$ cat src/rtl/icache_loader.sv
// icache_loader: packs a 16-bit word stream into 60-bit instructions and writes them to consecutive
// icache addresses while holding the core halted. Define ICACHE_LOADER_TAGCHK_EN to require word0[15:12] == 4'hA.
module icache_loader #(
    parameter int ADDR_W  = 16,
    parameter int INSTR_W = 60,
    parameter int WORD_W  = 16
) (
    input  logic               clock_i,
    input  logic               reset_i,
    input  logic               start_i,
    input  logic               abort_i,
    input  logic [ADDR_W-1:0]  baseAddr_i,
    input  logic [ADDR_W-1:0]  count_i,
    input  logic               wordValid_i,
    input  logic [WORD_W-1:0]  word_i,
    output logic               wordReady_o,
    output logic               halt_o,
    output logic               icacheWriteEnable_o,
    output logic [ADDR_W-1:0]  writeAddress_o,
    output logic [INSTR_W-1:0] instruction_o,
    output logic               busy_o,
    output logic               done_o,
    output logic               error_o
);
    localparam logic [2:0] IDLE  = 3'd0;
    localparam logic [2:0] FILL  = 3'd1;
    localparam logic [2:0] WRITE = 3'd2;
    localparam logic [2:0] DONE  = 3'd3;
    localparam logic [2:0] ERROR = 3'd4;

    localparam logic [ADDR_W-1:0] ADDR_ONE = {{(ADDR_W-1){1'b0}}, 1'b1};
    // Word0 contributes only its low bits; the rest of the instruction is three full words.
    localparam int LANE0_W = INSTR_W - 3 * WORD_W;

    logic [2:0]              stateReg, stateNext;
    logic [ADDR_W-1:0]       baseReg, countReg, indexReg;
    logic [1:0]              wordCntReg;
    logic [INSTR_W-1:WORD_W] asmReg;
    logic [ADDR_W-1:0]       addrReg;
    logic [INSTR_W-1:0]      instrReg;
    logic                    wordAccept, lastWord, lastInstr, tagBad;

    assign wordAccept = (stateReg == FILL) && wordValid_i && !abort_i;
    assign lastWord   = wordAccept && (wordCntReg == 2'd3);
    assign lastInstr  = (indexReg == countReg - ADDR_ONE);

`ifdef ICACHE_LOADER_TAGCHK_EN
    logic errorReg;
    assign tagBad  = wordAccept && (wordCntReg == 2'd0) && (word_i[WORD_W-1:LANE0_W] != 4'hA);
    assign error_o = errorReg;
`else
    logic unusedTagBits;
    assign unusedTagBits = ^word_i[WORD_W-1:LANE0_W];
    assign tagBad  = 1'b0;
    assign error_o = 1'b0;
`endif

    always_comb begin
        stateNext = stateReg;
        case (stateReg)
            IDLE:    if (start_i) stateNext = (count_i != '0) ? FILL : DONE;
            FILL: begin
                if (abort_i)       stateNext = IDLE;
                else if (tagBad)   stateNext = ERROR;
                else if (lastWord) stateNext = WRITE;
            end
            WRITE: begin
                if (abort_i)        stateNext = IDLE;
                else if (lastInstr) stateNext = DONE;
                else                stateNext = FILL;
            end
            DONE:    stateNext = IDLE;
            ERROR:   stateNext = IDLE;
            default: stateNext = IDLE;
        endcase
    end

    always_ff @(posedge clock_i or posedge reset_i) begin
        if (reset_i) begin
            stateReg   <= IDLE;
            baseReg    <= '0;
            countReg   <= '0;
            indexReg   <= '0;
            wordCntReg <= '0;
            asmReg     <= '0;
            addrReg    <= '0;
            instrReg   <= '0;
`ifdef ICACHE_LOADER_TAGCHK_EN
            errorReg   <= 1'b0;
`endif
        end else begin
            stateReg <= stateNext;
            case (stateReg)
                IDLE: begin
                    if (start_i) begin
                        baseReg    <= baseAddr_i;
                        countReg   <= count_i;
                        indexReg   <= '0;
                        wordCntReg <= '0;
`ifdef ICACHE_LOADER_TAGCHK_EN
                        errorReg   <= 1'b0;
`endif
                    end
                end
                FILL: begin
                    if (wordAccept) begin
                        wordCntReg <= wordCntReg + 2'd1;
                        case (wordCntReg)
                            2'd0: asmReg[INSTR_W-1:3*WORD_W]  <= word_i[LANE0_W-1:0];
                            2'd1: asmReg[3*WORD_W-1:2*WORD_W] <= word_i;
                            2'd2: asmReg[2*WORD_W-1:WORD_W]   <= word_i;
                            2'd3: begin
                                // Output registers load only on a complete instruction so they hold between writes.
                                instrReg <= {asmReg, word_i};
                                addrReg  <= baseReg + indexReg;
                            end
                        endcase
                    end
`ifdef ICACHE_LOADER_TAGCHK_EN
                    if (tagBad) errorReg <= 1'b1;
`endif
                end
                WRITE: indexReg <= indexReg + ADDR_ONE;
                default: ;
            endcase
        end
    end

    assign wordReady_o         = (stateReg == FILL);
    assign halt_o              = (stateReg == FILL) || (stateReg == WRITE);
    assign busy_o              = (stateReg == FILL) || (stateReg == WRITE);
    assign icacheWriteEnable_o = (stateReg == WRITE);
    assign done_o              = (stateReg == DONE);
    assign writeAddress_o      = addrReg;
    assign instruction_o       = instrReg;
endmodule
$ cat config.mk
export PLATFORM = sky130hd
export DESIGN_NAME = icache_loader
export DESIGN_NICKNAME = d
export VERILOG_FILES = /design/src/rtl/icache_loader.sv
export SDC_FILE = /design/constraint.sdc
export NUM_CORES = 1
export LEC_CHECK = 0
export ABC_AREA = 1
export CORE_MARGIN = 2
export CORE_UTILIZATION = 40
export DETAILED_ROUTE_END_ITERATION = 7
export PLACE_DENSITY = 0.73
export SYNTH_ARGS = -nofsm -noshare
export SYNTH_HDL_FRONTEND = slang
export SYNTH_SLANG_ARGS = --single-unit
$ cat constraint.sdc
create_clock -name clock_i -period 12.2 [get_ports clock_i]
set_input_delay 3.05 -clock clock_i [delete_from_list [all_inputs] [get_ports clock_i]]
set_output_delay 3.05 -clock clock_i [all_outputs]
set_load 0.03 [all_outputs]
==> impl_metrics.prom <==
# TYPE chip_impl_metric gauge
chip_impl_metric{name="synthAdderAreaFrac",unit="%"} 4.11
chip_impl_metric{name="number_of_h_tree_levels",unit=""} 4
chip_impl_info{name="clock_tree.root_cell",value="sky130_fd_sc_hd__clkbuf_16"} 1
chip_impl_info{name="synth.area.top_cells",value="sky130_fd_sc_hd__dfrtp_1 (53%), sky130_fd_sc_hd__nand2_1 (18%), sky130_fd_sc_hd__o21ai_0 (6.0%)"} 1
chip_impl_metric{name="worst_skew_pair.late_latency",unit="ps"} 450
chip_impl_metric{name="synthDistinctLibCells",unit=""} 39
chip_impl_info{name="origin_of_the_worst_min_delay_path",value="asmReg[58]"} 1
chip_impl_metric{name="synth_xor_xnor_area_share",unit="%"} 2.38
chip_impl_metric{name="fillers",unit=""} 1956
chip_impl_metric{name="reg2regPathDepth",unit=""} 10
chip_impl_metric{name="clkSinkCount",unit=""} 172
chip_impl_metric{name="worst_endpoint_required_time",unit="ps"} 12570
chip_impl_metric{name="synth-compound-area-share",unit="%"} 8.87
chip_impl_info{name="end_kind",value="flip-flop"} 1
chip_impl_metric{name="post_synth_instance_area",unit="sq um"} 8090
chip_impl_metric{name="layout_cells_sized_above_1",unit="%"} 5.45
chip_impl_metric{name="post_synth_mux_area_share",unit="%"} 0
chip_impl_metric{name="final-setup-viol-count",unit=""} 0
chip_impl_metric{name="ys_async_sr_fraction",unit="%"} 100
chip_impl_metric{name="final_antenna_net_count",unit=""} 0
chip_impl_metric{name="final.setup.tns",unit="ps"} 0
chip_impl_info{name="run_status",value="complete, no violations"} 1
chip_impl_metric{name="numPortBuffers",unit=""} 133
chip_impl_info{name="worst_r2r_endpoint",value="writeAddress_o[9]"} 1
chip_impl_metric{name="floorplan.initialDensity",unit="%"} 40.4
chip_impl_metric{name="max_cap_violations",unit=""} 0
chip_impl_metric{name="critPathArrivalTime",unit="ps"} 5730
chip_impl_metric{name="grt_pass1_vias",unit=""} 6375
chip_impl_metric{name="via_count",unit=""} 6751
chip_impl_metric{name="layout.nets",unit=""} 1186
chip_impl_metric{name="worstPathBufferInverterCount",unit=""} 3
chip_impl_metric{name="finalCritPeriodShare",unit="%"} 43.9
chip_impl_metric{name="slew_headroom",unit="%"} 28.2
chip_impl_metric{name="synth_edf_count",unit=""} 0
chip_impl_metric{name="grt_overflow_total",unit=""} 0
chip_impl_metric{name="floorplan.core_area",unit="sq um"} 20000
chip_impl_metric{name="fp.dieArea",unit="sq um"} 21400
chip_impl_metric{name="synth.avg_cell_area",unit="sq um"} 8.22
chip_impl_info{name="synth_top_family_by_area",value="simple AND/OR/NAND/NOR gates"} 1
chip_impl_metric{name="report.final.hold_viol_count",unit=""} 0
chip_impl_metric{name="routed_wire_length",unit="mm"} 19.6
chip_impl_metric{name="worst-slew-pin-transition",unit="ps"} 1080
chip_impl_metric{name="clk_path_buf_depth",unit=""} 2
chip_impl_metric{name="boundaryPins",unit=""} 135
chip_impl_metric{name="synth_seq_area_share",unit="%"} 53.2
chip_impl_metric{name="min_period",unit="ps"} 5360
chip_impl_metric{name="die_height",unit="um"} 146
chip_impl_info{name="yosysTopAreaCell",value="sky130_fd_sc_hd__dfrtp_1"} 1
chip_impl_metric{name="cp_max_fo",unit=""} 104
chip_impl_info{name="synth_flop_cell",value="sky130_fd_sc_hd__dfrtp_1"} 1
chip_impl_info{name="worst_setup_path_start_kind",value="input port"} 1
chip_impl_metric{name="place_inst",unit=""} 1358
chip_impl_metric{name="p_total",unit="uW"} 2170
chip_impl_metric{name="yosys.area_share.simple",unit="%"} 25.6
chip_impl_metric{name="grt_start_max_net_pins",unit=""} 105
chip_impl_info{name="path_cells",value="clkdlybuf4s50_1 -> nor2_1 -> nand2_1 -> inv_1 -> nand2_4 -> inv_2 -> nand2_1 -> o21ai_1"} 1
chip_impl_metric{name="drt_iter0_drc",unit=""} 440
chip_impl_metric{name="final.setup_skew",unit="ps"} 9.77
chip_impl_info{name="path_common_cell",value="sky130_fd_sc_hd__nand2_1"} 1
chip_impl_info{name="critical_path.slowest_cell",value="sky130_fd_sc_hd__inv_2"} 1
chip_impl_metric{name="postCtsHoldBufs",unit=""} 0
chip_impl_metric{name="die-width",unit="um"} 146
chip_impl_info{name="hold_class",value="reg -> reg"} 1
chip_impl_metric{name="grt_first_pass_wirelength",unit="mm"} 32.1
chip_impl_metric{name="clk_pin_slew_worst_paths",unit="ps"} 70
chip_impl_metric{name="finalWeightedCongestion",unit=""} 0.862
chip_impl_metric{name="rows",unit=""} 52
chip_impl_metric{name="num_antenna_cells",unit=""} 0
chip_impl_info{name="layout.cells.most_common_list",value="sky130_fd_sc_hd__nand2_1 (385), sky130_fd_sc_hd__dfrtp_1 (172), sky130_fd_sc_hd__clkdlybuf4s50_1 (133)"} 1
chip_impl_metric{name="syn-num-nets",unit=""} 1064
chip_impl_metric{name="timing.hold.worst_path_depth",unit=""} 2
chip_impl_metric{name="synth_cells",unit=""} 985
chip_impl_info{name="largest_delay_share_family_worst_path",value="buffers and inverters"} 1
chip_impl_metric{name="regToRegSetupSlack",unit="ps"} 9140
chip_impl_metric{name="drt_first_pass_iters",unit=""} 5
chip_impl_metric{name="synth-seq-cells",unit=""} 172
chip_impl_info{name="timing.rr.start",value="stateReg[1]"} 1
chip_impl_metric{name="grt_use_total",unit="%"} 18.8
chip_impl_metric{name="achievable-frequency",unit="MHz"} 187
chip_impl_metric{name="worst_ir_drop_vdd",unit="V"} 0.000110
chip_impl_metric{name="antenna_found_initial",unit=""} 0
chip_impl_info{name="cts_tree",value="done"} 1
chip_impl_metric{name="critical_path.max_stage_delay",unit="ps"} 930
chip_impl_metric{name="dpl.hpwl",unit="mm"} 13.8
chip_impl_metric{name="final-instance-count-excl-fill",unit=""} 1390
chip_impl_metric{name="post-cts-setup-buffer-count",unit=""} 0
chip_impl_info{name="min_to",value="instruction_o[58]"} 1
chip_impl_metric{name="drc",unit=""} 0
chip_impl_metric{name="via_per_inst",unit=""} 4.86
chip_impl_metric{name="finalMaxSlewViolations",unit=""} 0
chip_impl_metric{name="sequential_cell_area",unit="sq um"} 4300
chip_impl_metric{name="leakagePower",unit="uW"} 0.00511
chip_impl_metric{name="average_wire_per_standard_cell",unit="um"} 14.1
chip_impl_metric{name="numCtsBuffers",unit=""} 17
chip_impl_info{name="final_common_cell",value="sky130_fd_sc_hd__nand2_1"} 1
chip_impl_info{name="rsz0062_at_grt",value="no"} 1
chip_impl_metric{name="area_growth",unit="%"} 26.5
chip_impl_metric{name="yosysWarningCount",unit=""} 0
chip_impl_metric{name="multiInputGateArea",unit="sq um"} 3330
chip_impl_metric{name="post_cts_resize_count",unit=""} 0
chip_impl_metric{name="synth_top_area_share",unit="%"} 53.2
chip_impl_metric{name="power.density_cell_area",unit="nW/um^2"} 212
chip_impl_info{name="timing.setup.critical_path_class",value="in -> reg"} 1
==> worst reg2reg max path, delay by kind of cell, from the launching register on <==
kind / cells / cell delay (ps)
buffers and inverters: 4 / 1310
adder cells (fa/ha/maj): 1 / 200
flip-flops: 1 / 420
AO/OA/AOI/OAI: 1 / 130
AND/OR/NAND/NOR: 4 / 930
==> flip-flops by register name, indices dropped and copies added (netlist names) <==
name	count
asmReg	44
baseReg	16
countReg	16
indexReg	16
instruction_o	60
stateReg	2
wordCntReg	2
writeAddress_o	16
==> per-stage QoR <==
stage	worst slack, ps	instance area (sq um)	utilization, %	hold slack (ps)
floorplan	4490	8090	-	442
global placement	6440	9660	48.2	447
detailed placement	6390	9660	48.2	455
CTS	6840	10200	51.1	469
global route	6490	10200	51.1	492
finish	6840	10200	51.1	468
==> layout make-up <==
class / instances / area share (%)
tap: 270 / 3.30
timing repair buffer: 135 / 13.1
sequential: 172 / 42.0
multi-input combinational: 691 / 32.5
clock inverter: 14 / 1.48
clock buffer: 18 / 4.19
inverter: 90 / 3.35
==> metal layers <==
metal	GRT usage (%)	up-vias	routed length, um	share of wire (%)
li1	-	3363	-	-
met2	31.5	161	9440	48
met5	0	-	0	0
met4	6.84	0	316	1.6
met3	3.50	24	945	4.8
met1	24.6	3203	8890	45
==> synth_stat cells (2+ instances only) <==
cell                       count
sky130_fd_sc_hd__inv_1        84
sky130_fd_sc_hd__nand2_2       4
sky130_fd_sc_hd__o21ai_0      97
sky130_fd_sc_hd__nor3_2        3
sky130_fd_sc_hd__nand3_1      36
sky130_fd_sc_hd__a21oi_1      23
sky130_fd_sc_hd__o31ai_1       2
sky130_fd_sc_hd__o21bai_1      2
sky130_fd_sc_hd__ha_1         25
sky130_fd_sc_hd__nor3_1        6
sky130_fd_sc_hd__xnor2_1      12
sky130_fd_sc_hd__nor2_1       44
sky130_fd_sc_hd__buf_1         2
sky130_fd_sc_hd__nand3b_1      2
sky130_fd_sc_hd__nor2_4        2
sky130_fd_sc_hd__buf_4         2
sky130_fd_sc_hd__dfrtp_1     172
sky130_fd_sc_hd__nor2_2        5
sky130_fd_sc_hd__a31oi_1       3
sky130_fd_sc_hd__buf_2         3
sky130_fd_sc_hd__inv_2         5
sky130_fd_sc_hd__nand4_1       9
sky130_fd_sc_hd__clkbuf_1     25
sky130_fd_sc_hd__o21ai_1       7
sky130_fd_sc_hd__xor2_1       10
sky130_fd_sc_hd__nand2_1     386
sky130_fd_sc_hd__nand3_2       2
==> report_power, final <==
group          total, uW  internal (uW)  switching, uW
Clock                542            290            252
Combinational        761            295            465
Sequential           865            746            120
Total               2170           1330            837
==> how the worst max path moves through the flow <==
stage	from	end	slack (ps)	cells after the start
floorplan	reset_i	asmReg[16]	4490	1
global placement	abort_i	writeAddress_o[10]	6440	8
detailed placement	abort_i	writeAddress_o[9]	6390	8
CTS	abort_i	writeAddress_o[9]	6840	8
global route	abort_i	writeAddress_o[9]	6490	8
finish	abort_i	writeAddress_o[9]	6840	8
==> kinds of logic (layout without fill, tap and decap cells) <==
| group | after synthesis | after routing |
|---|---|---|
| buffers and inverters | 122 | 257 |
| XOR/XNOR | 22 | 22 |
| flip-flops | 172 | 172 |
| AND/OR/NAND/NOR | 504 | 504 |
| other | 1 | 1 |
| adder cells (fa/ha/maj) | 26 | 26 |
| AO/OA/AOI/OAI | 138 | 138 |
(Power assumes the default switching activity.)
